<file path="config.mk">
export PLATFORM = sky130hd
export DESIGN_NAME = mem_stream_seq_flat
export DESIGN_NICKNAME = d
export VERILOG_FILES = /design/src/rtl/mem_stream_seq_pkg.sv /design/src/rtl/mem_stream_seq_if.sv /design/src/rtl/mem_stream_seq_axil_single_write.sv /design/src/rtl/mem_stream_seq.sv /design/src/flat_wrapper.sv
export SDC_FILE = /design/constraint.sdc
export NUM_CORES = 1
export LEC_CHECK = 0
export ABC_AREA = 1
export ABC_CLOCK_PERIOD_IN_PS = 2900
export BUFFER_PORTS_ARGS = -buffer_cell sky130_fd_sc_hd__buf_2
export CELL_PAD_IN_SITES_DETAIL_PLACEMENT = 1
export CELL_PAD_IN_SITES_GLOBAL_PLACEMENT = 1
export CORE_ASPECT_RATIO = 0.6
export CORE_MARGIN = 2
export CORE_UTILIZATION = 40
export DETAILED_ROUTE_END_ITERATION = 8
export PLACE_DENSITY = 0.86
export SLEW_MARGIN = 30
export SYNTH_ARGS = -nofsm -noshare
export SYNTH_HDL_FRONTEND = slang
export SYNTH_SLANG_ARGS = --single-unit
export TNS_END_PERCENT = 1
</file>
<file path="constraint.sdc">
create_clock -name S_AXI_ACLK -period 2.9 [get_ports S_AXI_ACLK]
set_input_delay 0.145 -clock S_AXI_ACLK [delete_from_list [all_inputs] [get_ports S_AXI_ACLK]]
set_output_delay 0.145 -clock S_AXI_ACLK [all_outputs]
set_load 0.005 [all_outputs]
</file>
<file path="src/rtl/mem_stream_seq_pkg.sv">
// Shared constants and types for the stream-buffer transfer sequencer.
package mem_stream_seq_pkg;

  localparam logic [11:0] REG_CTRL   = 12'h000;
  localparam logic [11:0] REG_SIZE   = 12'h004;

  localparam logic [1:0]  ARM_SWRITE = 2'b01;
  localparam logic [1:0]  ARM_SREAD  = 2'b10;

  typedef enum logic [3:0] {
    ST_IDLE,
    ST_SZ_REQ,
    ST_SZ_RSP,
    ST_ARM_REQ,
    ST_ARM_RSP,
    ST_RUN,
    ST_STOP_REQ,
    ST_STOP_RSP,
    ST_FIN
  } state_e;

  function automatic logic [31:0] reg_addr(input logic [31:0] base, input logic [11:0] off);
    return base + {20'b0, off};
  endfunction

endpackage

</file>
<file path="src/rtl/mem_stream_seq_if.sv">
// AXI-Lite write-channel bundle between the sequencer and the buffer register file.
interface mem_stream_seq_if;
  logic [31:0] M_AXI_AWADDR;
  logic        M_AXI_AWVALID;
  logic        M_AXI_AWREADY;
  logic [31:0] M_AXI_WDATA;
  logic [3:0]  M_AXI_WSTRB;
  logic        M_AXI_WVALID;
  logic        M_AXI_WREADY;
  logic [1:0]  M_AXI_BRESP;
  logic        M_AXI_BVALID;
  logic        M_AXI_BREADY;

  modport master (
    output M_AXI_AWADDR, M_AXI_AWVALID, M_AXI_WDATA, M_AXI_WSTRB, M_AXI_WVALID, M_AXI_BREADY,
    input  M_AXI_AWREADY, M_AXI_WREADY, M_AXI_BRESP, M_AXI_BVALID
  );

  modport slave (
    input  M_AXI_AWADDR, M_AXI_AWVALID, M_AXI_WDATA, M_AXI_WSTRB, M_AXI_WVALID, M_AXI_BREADY,
    output M_AXI_AWREADY, M_AXI_WREADY, M_AXI_BRESP, M_AXI_BVALID
  );
endinterface

</file>
<file path="src/rtl/mem_stream_seq_axil_single_write.sv">
// One-shot AXI-Lite write engine: AW and W raised together, each dropped on its own
// handshake, then BREADY held until the response arrives.
module axil_single_write (
  input  logic        clk,
  input  logic        rst_n,
  input  logic        start,
  input  logic [31:0] addr,
  input  logic [31:0] data,
  output logic        busy,
  output logic        req_done,
  output logic        resp_done,
  output logic        resp_err,
  mem_stream_seq_if.master m_axi
);

  logic        aw_valid_q, aw_valid_d;
  logic        w_valid_q, w_valid_d;
  logic        bready_q, bready_d;
  logic [31:0] addr_q, addr_d;
  logic [31:0] data_q, data_d;
  logic        aw_left, w_left;

  always_ff @(posedge clk or negedge rst_n) begin
    if (!rst_n) begin
      aw_valid_q <= 1'b0;
      w_valid_q  <= 1'b0;
      bready_q   <= 1'b0;
      addr_q     <= '0;
      data_q     <= '0;
    end else begin
      aw_valid_q <= aw_valid_d;
      w_valid_q  <= w_valid_d;
      bready_q   <= bready_d;
      addr_q     <= addr_d;
      data_q     <= data_d;
    end
  end

  always_comb begin
    aw_valid_d = aw_valid_q;
    w_valid_d  = w_valid_q;
    bready_d   = bready_q;
    addr_d     = addr_q;
    data_d     = data_q;
    req_done   = 1'b0;
    resp_done  = 1'b0;
    resp_err   = 1'b0;
    aw_left    = aw_valid_q & ~m_axi.M_AXI_AWREADY;
    w_left     = w_valid_q & ~m_axi.M_AXI_WREADY;

    if (aw_valid_q || w_valid_q) begin
      aw_valid_d = aw_left;
      w_valid_d  = w_left;
      if (!aw_left && !w_left) begin
        req_done = 1'b1;
        bready_d = 1'b1;
      end
    end

    if (bready_q && m_axi.M_AXI_BVALID) begin
      bready_d  = 1'b0;
      resp_done = 1'b1;
      resp_err  = (m_axi.M_AXI_BRESP != 2'b00);
    end

    // the sequencer may start the next write in the same cycle the previous response lands
    if (start) begin
      aw_valid_d = 1'b1;
      w_valid_d  = 1'b1;
      addr_d     = addr;
      data_d     = data;
    end
  end

  assign busy                 = aw_valid_q | w_valid_q | bready_q;
  assign m_axi.M_AXI_AWADDR   = addr_q;
  assign m_axi.M_AXI_AWVALID  = aw_valid_q;
  assign m_axi.M_AXI_WDATA    = data_q;
  assign m_axi.M_AXI_WSTRB    = 4'hf;
  assign m_axi.M_AXI_WVALID   = w_valid_q;
  assign m_axi.M_AXI_BREADY   = bready_q;

endmodule

</file>
<file path="src/rtl/mem_stream_seq.sv">
// Runs one stream-buffer transfer per command: program size, arm, count beats, disarm.
//
// state    | meaning
// IDLE     | waiting for a command, cmd_ready high
// SZ_REQ   | size write address/data in flight
// SZ_RSP   | waiting for size write response
// ARM_REQ  | arm write address/data in flight
// ARM_RSP  | waiting for arm write response
// RUN      | counting beats on the selected tap, idle timer running
// STOP_REQ | disarm write address/data in flight
// STOP_RSP | waiting for disarm write response
// FIN      | done pulse with sticky error
module mem_stream_seq
  import mem_stream_seq_pkg::*;
#(
  parameter logic [31:0] BASE_ADDR = 32'h0000_0000,
  parameter int          TIMEOUT   = 1024
) (
  input  logic       S_AXI_ACLK,
  input  logic       S_AXI_ARESETN,
  input  logic       cmd_valid,
  output logic       cmd_ready,
  input  logic       cmd_dir,
  input  logic [8:0] cmd_len,
  output logic       busy,
  output logic       done,
  output logic       err,
  mem_stream_seq_if.master m_axi,
  input  logic       wr_tvalid,
  input  logic       wr_tready,
  input  logic       rd_tvalid,
  input  logic       rd_tready
);

  localparam logic [15:0] TIMEOUT_C = 16'(TIMEOUT);

  state_e      state_q, state_d;
  logic        dir_q, dir_d;
  logic [8:0]  len_q, len_d;
  logic [8:0]  cnt_q, cnt_d;
  logic [15:0] timer_q, timer_d;
  logic        err_q, err_d;

  logic        wr_start;
  logic [31:0] wr_addr;
  logic [31:0] wr_data;
  logic        wr_busy, wr_req_done, wr_resp_done, wr_resp_err;
  logic        beat;

  axil_single_write u_wr (
    .clk       (S_AXI_ACLK),
    .rst_n     (S_AXI_ARESETN),
    .start     (wr_start),
    .addr      (wr_addr),
    .data      (wr_data),
    .busy      (wr_busy),
    .req_done  (wr_req_done),
    .resp_done (wr_resp_done),
    .resp_err  (wr_resp_err),
    .m_axi     (m_axi)
  );

  assign beat = dir_q ? (rd_tvalid & rd_tready) : (wr_tvalid & wr_tready);

  always_ff @(posedge S_AXI_ACLK or negedge S_AXI_ARESETN) begin
    if (!S_AXI_ARESETN) begin
      state_q <= ST_IDLE;
      dir_q   <= 1'b0;
      len_q   <= '0;
      cnt_q   <= '0;
      timer_q <= '0;
      err_q   <= 1'b0;
    end else begin
      state_q <= state_d;
      dir_q   <= dir_d;
      len_q   <= len_d;
      cnt_q   <= cnt_d;
      timer_q <= timer_d;
      err_q   <= err_d;
    end
  end

  always_comb begin
    state_d  = state_q;
    dir_d    = dir_q;
    len_d    = len_q;
    cnt_d    = cnt_q;
    timer_d  = timer_q;
    err_d    = err_q;
    wr_start = 1'b0;
    wr_addr  = reg_addr(BASE_ADDR, REG_CTRL);
    wr_data  = '0;
    done     = 1'b0;
    err      = 1'b0;

    case (state_q)
      ST_IDLE: begin
        if (cmd_valid) begin
          dir_d    = cmd_dir;
          len_d    = cmd_len;
          err_d    = 1'b0;
          state_d  = ST_SZ_REQ;
          wr_start = 1'b1;
          wr_addr  = reg_addr(BASE_ADDR, REG_SIZE);
          wr_data  = {23'b0, cmd_len};
        end
      end
      ST_SZ_REQ:  if (wr_req_done) state_d = ST_SZ_RSP;
      ST_SZ_RSP: begin
        if (wr_resp_done) begin
          wr_start = 1'b1;
          if (wr_resp_err) begin
            err_d   = 1'b1;
            state_d = ST_STOP_REQ;
          end else begin
            state_d = ST_ARM_REQ;
            wr_data = {30'b0, dir_q ? ARM_SREAD : ARM_SWRITE};
          end
        end
      end
      ST_ARM_REQ: if (wr_req_done) state_d = ST_ARM_RSP;
      ST_ARM_RSP: begin
        if (wr_resp_done) begin
          if (wr_resp_err) begin
            err_d    = 1'b1;
            state_d  = ST_STOP_REQ;
            wr_start = 1'b1;
          end else begin
            state_d = ST_RUN;
            cnt_d   = '0;
            timer_d = '0;
          end
        end
      end
      ST_RUN: begin
        // registered count compare: RUN always lasts at least one cycle, extra beats ignored
        if (cnt_q == len_q) begin
          state_d  = ST_STOP_REQ;
          wr_start = 1'b1;
        end else if (beat) begin
          cnt_d   = cnt_q + 9'd1;
          timer_d = '0;
        end else begin
          timer_d = timer_q + 16'd1;
          if (timer_d == TIMEOUT_C) begin
            err_d    = 1'b1;
            state_d  = ST_STOP_REQ;
            wr_start = 1'b1;
          end
        end
      end
      ST_STOP_REQ: if (wr_req_done) state_d = ST_STOP_RSP;
      ST_STOP_RSP: begin
        if (wr_resp_done) begin
          if (wr_resp_err) err_d = 1'b1;
          state_d = ST_FIN;
        end
      end
      ST_FIN: begin
        done    = 1'b1;
        err     = err_q;
        state_d = ST_IDLE;
      end
      default: state_d = ST_IDLE;
    endcase
  end

  assign cmd_ready = (state_q == ST_IDLE) && S_AXI_ARESETN;
  assign busy      = (state_q != ST_IDLE) || wr_busy;

endmodule

</file>
<file path="src/flat_wrapper.sv">
// flat-port wrapper written by rule: the top's interface ports become plain ports
module mem_stream_seq_flat import mem_stream_seq_pkg::*;
#(
  parameter logic [31:0] BASE_ADDR = 32'h0000_0000,
  parameter int          TIMEOUT   = 1024
)
  (S_AXI_ACLK, S_AXI_ARESETN, cmd_valid, cmd_ready, cmd_dir, cmd_len, busy, done, err, wr_tvalid, wr_tready, rd_tvalid, rd_tready, m_axi_M_AXI_AWADDR, m_axi_M_AXI_AWVALID, m_axi_M_AXI_WDATA, m_axi_M_AXI_WSTRB, m_axi_M_AXI_WVALID, m_axi_M_AXI_BREADY, m_axi_M_AXI_AWREADY, m_axi_M_AXI_WREADY, m_axi_M_AXI_BRESP, m_axi_M_AXI_BVALID);
  mem_stream_seq_if m_axi_i ();
  input  logic S_AXI_ACLK;
  input  logic S_AXI_ARESETN;
  input  logic cmd_valid;
  output logic cmd_ready;
  input  logic cmd_dir;
  input  logic [8:0] cmd_len;
  output logic busy;
  output logic done;
  output logic err;
  input  logic wr_tvalid;
  input  logic wr_tready;
  input  logic rd_tvalid;
  input  logic rd_tready;
  output wire logic [$bits(m_axi_i.M_AXI_AWADDR)-1:0] m_axi_M_AXI_AWADDR;
  output wire logic [$bits(m_axi_i.M_AXI_AWVALID)-1:0] m_axi_M_AXI_AWVALID;
  output wire logic [$bits(m_axi_i.M_AXI_WDATA)-1:0] m_axi_M_AXI_WDATA;
  output wire logic [$bits(m_axi_i.M_AXI_WSTRB)-1:0] m_axi_M_AXI_WSTRB;
  output wire logic [$bits(m_axi_i.M_AXI_WVALID)-1:0] m_axi_M_AXI_WVALID;
  output wire logic [$bits(m_axi_i.M_AXI_BREADY)-1:0] m_axi_M_AXI_BREADY;
  input wire logic [$bits(m_axi_i.M_AXI_AWREADY)-1:0] m_axi_M_AXI_AWREADY;
  input wire logic [$bits(m_axi_i.M_AXI_WREADY)-1:0] m_axi_M_AXI_WREADY;
  input wire logic [$bits(m_axi_i.M_AXI_BRESP)-1:0] m_axi_M_AXI_BRESP;
  input wire logic [$bits(m_axi_i.M_AXI_BVALID)-1:0] m_axi_M_AXI_BVALID;
  assign m_axi_M_AXI_AWADDR = m_axi_i.M_AXI_AWADDR;
  assign m_axi_M_AXI_AWVALID = m_axi_i.M_AXI_AWVALID;
  assign m_axi_M_AXI_WDATA = m_axi_i.M_AXI_WDATA;
  assign m_axi_M_AXI_WSTRB = m_axi_i.M_AXI_WSTRB;
  assign m_axi_M_AXI_WVALID = m_axi_i.M_AXI_WVALID;
  assign m_axi_M_AXI_BREADY = m_axi_i.M_AXI_BREADY;
  assign m_axi_i.M_AXI_AWREADY = m_axi_M_AXI_AWREADY;
  assign m_axi_i.M_AXI_WREADY = m_axi_M_AXI_WREADY;
  assign m_axi_i.M_AXI_BRESP = m_axi_M_AXI_BRESP;
  assign m_axi_i.M_AXI_BVALID = m_axi_M_AXI_BVALID;
  mem_stream_seq #(.BASE_ADDR(BASE_ADDR), .TIMEOUT(TIMEOUT)) u_core (.S_AXI_ACLK(S_AXI_ACLK), .S_AXI_ARESETN(S_AXI_ARESETN), .cmd_valid(cmd_valid), .cmd_ready(cmd_ready), .cmd_dir(cmd_dir), .cmd_len(cmd_len), .busy(busy), .done(done), .err(err), .m_axi(m_axi_i), .wr_tvalid(wr_tvalid), .wr_tready(wr_tready), .rd_tvalid(rd_tvalid), .rd_tready(rd_tready));
endmodule
</file>
======== Yosys cells after proc, flatten, opt, wreduce, memory -nomap -nowiden ========
Cells that the tools add are included.
Widths: inputs -> output; s select.
word-level totals
  register bits after elaboration ......... 107
  latch bits .............................. 0
  memory bits (writable) .................. 0
  bits in read-only memories .............. 0
  input bits .............................. 22
  output and inout bits ................... 75
  word-level logic and storage cells ...... 128
  memories kept ........................... 0
operators by class
  $add $sub $neg .......................... 2
  multipliers ............................. 0
  div/mod/pow operators ................... 0
  order comparisons ....................... 0
  equality and inequality tests ........... 26
  shift-type cells ........................ 0
  muxes and demuxes ....................... 59
  bitwise gates (word level) .............. 8
  reduce and logical (&&, ||, !) cells .... 22
operator list
  kind                   count
  $mux 16                4
  $mux 32                2
  $pmux 32 s2            1
  $mux 9                 5
  $mux 4                 10
  $pmux 16 s2            1
  $pmux 4 s8             1
  $mux 1                 27
  $ne 2x2->1 const B     10
  $pmux 9 s2             1
  $add 16x1->16 const B  1
  $eq 16x11->1 const B   1
  $eq 4x3->1 const B     4
  $reduce_bool 2->1      5
  $add 9x1->9 const B    1
  $eq 9x9->1             1
  $reduce_and 9->1       1
  $eq 4x2->1 const B     2
  $ne 2x1->1 const B     4
  $reduce_and 7->1       1
  $mux 2                 3
  $mux 3                 2
  $reduce_and 5->1       1
  $and 1x1->1            4
  other kinds (17)       24

======== Logic depth before layout (Yosys ltp) ========
  depth in word-level cells ............... 8
  mapped depth ............................ 15
  depth with buffers taken out ............ 14

======== Hierarchy ========
From an unflattened synthesis, not the netlist that was laid out.
unflattened totals
  cell total of the unflattened synthesis .. 664
  area, all modules ....................... 5,346.4 µm²
by module, submodules not included
  module             times used  cells an instance  area an instance (µm²)  seq. area each (µm²)
  mem_stream_seq     1           366                2,696.3                 1,001.0
  axil_single_write  1           298                2,650.0                 1,676.6

======== Worst setup path after synthesis ========
No wires, ideal clock.
  path kind ............................... reg2reg
  start ................................... register u_core.timer_q[1]
  end ..................................... register u_core.u_wr.data_q[0] (netlist: u_core.u_wr.m_axi.M_AXI_WDATA[0])
  setup time .............................. 0.121 ns
  arrival ................................. 1.693 ns
  data required time ...................... 2.779 ns
  setup slack ............................. 1.086 ns
  stages on the path, launching flop included .. 16
  path buffers ............................ 1
  clock period less this slack ............ 1.814 ns
  path through ............................ dfrtp_1 ha_1 nand3_2 nor2_4 nand2_1 nand2_1 nand2_1 nor2_1 nand2_1 nor2_2 nand3_2 nand2_1 inv_2 buf_6 nand2_1 nand2_1
on the way
  longest elaborated chain between the ends .. 6
RTL lines
  element                 line                                    RTL
  from (decl)             mem_stream_seq.sv:41                    logic [15:0] timer_q, timer_d;
  from (signal assigned)  mem_stream_seq.sv:78                    timer_q <= timer_d;
  $add 16x1->16           mem_stream_seq.sv:144                   timer_d = timer_q + 16'd1;
  $eq 16x11->1            mem_stream_seq.sv:145                   if (timer_d == TIMEOUT_C) begin
  $mux 1                  mem_stream_seq.sv:145
  $mux 1                  mem_stream_seq.sv:140                   end else if (beat) begin
  $mux 1                  mem_stream_seq.sv:137                   if (cnt_q == len_q) begin
  $pmux 1 s4              mem_stream_seq.sv:96                    case (state_q)
  to (signal assigned)    mem_stream_seq_axil_single_write.sv:35  data_q <= data_d;
  to (decl)               mem_stream_seq_axil_single_write.sv:20  logic [31:0] data_q, data_d;
No other way between the ends.
A chain may end at the register's enable or synchronous reset.

======== Worst setup path after layout ========
  start ................................... register u_core.timer_q[1]
  end ..................................... register u_core.state_q[1]
on the way
  longest elaborated chain between the ends .. 4
RTL lines
  element                     line                   RTL
  $add 16x1->16               mem_stream_seq.sv:144
  $eq 16x11->1                mem_stream_seq.sv:145
  $ne 3x1->1 (no line)        --
  $reduce_and 9->1 (no line)  --
  to (signal assigned)        mem_stream_seq.sv:74   state_q <= state_d;
  to (decl)                   mem_stream_seq.sv:37   state_e state_q, state_d;
No other way between the ends.

==> impl_metrics.csv <==
group,metric,value,unit
power,ir_drop,0.396,mV
worst_setup_path,critical_path.most_common_cell,"nand2_1",
grt,grt_pass1_vias,3117,
cts,cts_num_sinks,53,
layout,layout.nets,557,
floorplan,die_h,76.4,um
cts,clockBufferDepth,2,
cts,clk_latency,0.30,ns
cts,clockRootBuffer,"clkbuf_16",
place,pre_cts_ws,0.418,ns
worst_setup_path,cp.required,3.08,ns
place,dp_cells,638,
logic_synthesis,syn_area,3490,um2
logic_synthesis,synth_seq_area_share,0.380,
grt,grt_pass1_wl,16.3,mm
place,dpl_cell_area,3590,um2
worst_setup_path,critPathMaxStageDelay,0.42,ns
timing,setup_tns,0,ns
floorplan,rows,26,
layout,final_area,3760,um2
place,io_buffers,38,
detailed_routing,wl_per_cell,15.0,um
outcome,outcome,"finished clean",
worst_setup_path,end_kind,"flip-flop",
timing,final_max_slew_viol_count,0,
floorplan,io_pins,97,
floorplan,fp.dieArea,9520,um2
power,p_leak,1.95,nW
cts,path_clk_slew,0.08,ns
cts,cts_tree,"built",
detailed_routing,wl,9.69,mm
timing,fmax,428,MHz
run,max-cap-violations,0,
layout,diodes,0,
cts,cts_resized,0,
worst_setup_path,worst-setup-path-type,"flip-flop to flip-flop",
power,p_per_area,827,nW/um2
floorplan,placeableCoreArea,8490,um2
worst_setup_path,rrSetupSlack,0.56,ns
detailed_routing,antenna_left,0,
layout,drive_gt1_frac,0.127,
detailed_routing,vias_per_cell,4.93,
cts,cts_setup_buffers,0,
worst_setup_path,crit_fanout,5,
detailed_routing,vias,3183,
grt,antenna_found_initial,0,
cts,cts_buffers,5,
timing,finalCritPeriodShare,0.806,
cts,htreeDepth,2,
worst_setup_path,crit_path_cell_trace,"ha_1 > nand3_2 > nand3b_1 > xor2_1 > nand2_1 > nor2_1 > nand3_1 > nand3_2 > nand2_2 > nand2_1 > nand2_1",
logic_synthesis,ys_ff_latch,53,
place,gp_congestion,0.929,
logic_synthesis,synth_cell_types,32,
timing,holdWs,0.0247,ns
floorplan,start_util,0.412,
logic_synthesis,syn_area_per_cell,7.09,um2
layout,fin_cells,646,
logic_synthesis,yosys_warnings,0,
cts,hold_buffers,0,
layout,synthToLayoutAreaGrowth,7.66,%
worst_setup_path,critPathArrivalTime,2.52,ns
timing,setup_ws,0.562,ns
timing,final-hold-violation-count,0,
layout,final_util,0.443,
timing,finalSetupViolations,0,
timing,fin_skew,0.00666,ns
power,p_total,3.11,mW
grt,grt_start_max_net_pins,54,
grt,overflow,0,
detailed_routing,first_pass_iters,4,
worst_setup_path,startpoint_type,"flip-flop",
timing,rsz0062_at_grt,"no",
timing,max_slew_margin,0.535,
grt,grtUsageTotal,0.213,
hold_path,hp-class,"input pin to asynchronous set/reset pin",
timing,tightestPinTransition,0.698,ns
timing,period_needed,2.34,ns
logic_synthesis,synthCells,493,
detailed_routing,remaining_drc_errors,0,
worst_setup_path,slowest_stage,"dfrtp_1",
detailed_routing,first_iter_violations,172,
floorplan,fp.dieW,125,um
place,hpwlAfterDp,7.65,mm
==> cells in the final DEF (no fill, tap or decap), types with 3 or more instances in the layout <==
cell type  netlist  layout
clkbuf_16        0       5
nand3b_1         4       4
nor2_1          41      40
nand3_2          4       4
a21oi_1          7       7
nor2_2           3       4
nand2_1        158     158
nand3_1         17      17
buf_4           58       3
nand4_1         14      14
inv_1           58      58
nor4_1           3       3
dfrtp_1         53      53
o21ai_0         30      30
nand2_2          5       5
conb_1           2      58
xor2_1           7       7
buf_2            3      38
nor3_1           5       5
==> state kept, by name (all words and copies together) (netlist names) <==
signal                           flops
u_core.err_q                         1
u_core.timer_q                      16
u_core.dir_q                         1
u_core.u_wr.m_axi.M_AXI_BREADY       1
u_core.u_wr.m_axi.M_AXI_WVALID       1
u_core.state_q                       4
u_core.u_wr.m_axi.M_AXI_WDATA        9
u_core.u_wr.m_axi.M_AXI_AWADDR       1
u_core.len_q                         9
u_core.cnt_q                         9
u_core.u_wr.m_axi.M_AXI_AWVALID      1
==> routing by layer <==
metal / track usage / vias up / share of wire
li1: - / 1513 / -
met1: 0.316 / 1529 / 0.49
met2: 0.320 / 135 / 0.42
met3: 0.0471 / 6 / 0.085
met4: 0.0382 / 0 / 0.0059
met5: 0 / - / 0
==> cells by family after synthesis <==
group                    after synthesis  synth area share
buffers and inverters                124             0.199
flip-flops                            53             0.380
AND/OR/NAND/NOR                      260             0.324
XOR/XNOR                               8            0.0201
adder cells (fa/ha/maj)                2           0.00716
AO/OA/AOI/OAI                         44            0.0687
other                                  2           0.00215
==> path summary, 6_finish.rpt <==
check	depth (start not counted)	end	from
worst max-delay path	11	u_core.state_q[1]	u_core.timer_q[1]
worst min-delay path	2	u_core.u_wr.m_axi.M_AXI_AWADDR[2]	S_AXI_ARESETN
worst max register to register	11	u_core.state_q[1]	u_core.timer_q[1]
worst min register to register	2	u_core.u_wr.m_axi.M_AXI_WDATA[4]	u_core.u_wr.m_axi.M_AXI_WDATA[4]
max in group asynchronous	2	u_core.timer_q[6]	S_AXI_ARESETN
min in group S_AXI_ACLK	3	u_core.dir_q	cmd_dir
==> cell type report <==
| cell class | instances | area (um2) |
|---|---|---|
| fill | 1144 | 4730 |
| clock inverter | 3 | 46.3 |
| multi-input combinational | 372 | 1690 |
| tap | 112 | 140 |
| timing repair buffer | 41 | 213 |
| sequential | 53 | 1330 |
| inverter | 60 | 225 |
| clock buffer | 5 | 125 |
==> cell usage after synthesis (all sizes together) <==
library cell	instances	area share
o211ai	1	0.0021
nand2	163	0.18
o21bai	2	0.0043
nand3b	4	0.0086
nor4	3	0.0054
ha	2	0.0072
and3	1	0.0018
xor2	7	0.018
xnor2	1	0.0025
buf	62	0.13
inv	60	0.064
a31oi	1	0.0018
nor2	46	0.056
nand3	21	0.036
o21ai	30	0.043
a32oi	2	0.0050
dfrtp	53	0.38
conb	2	0.0021
clkbuf	2	0.0021
or2	3	0.0054
a21oi	7	0.010
o2111ai	1	0.0025
nor3	5	0.0072
nand4	14	0.025
==> critical path: cells and delay by family (launching register included) <==
kind | cells | cell delay [ns]
simple gates | 9 | 1.23
xor+xnor | 1 | 0.30
flops | 1 | 0.42
fa+ha+maj | 1 | 0.29
==> power breakdown <==
part / internal, mW / switching [mW]
clock network: 0.409 / 0.287
registers: 0.985 / 0.201
logic: 0.405 / 0.824
total: 1.80 / 1.31
Note: power is estimated with default switching activity, not from simulation.
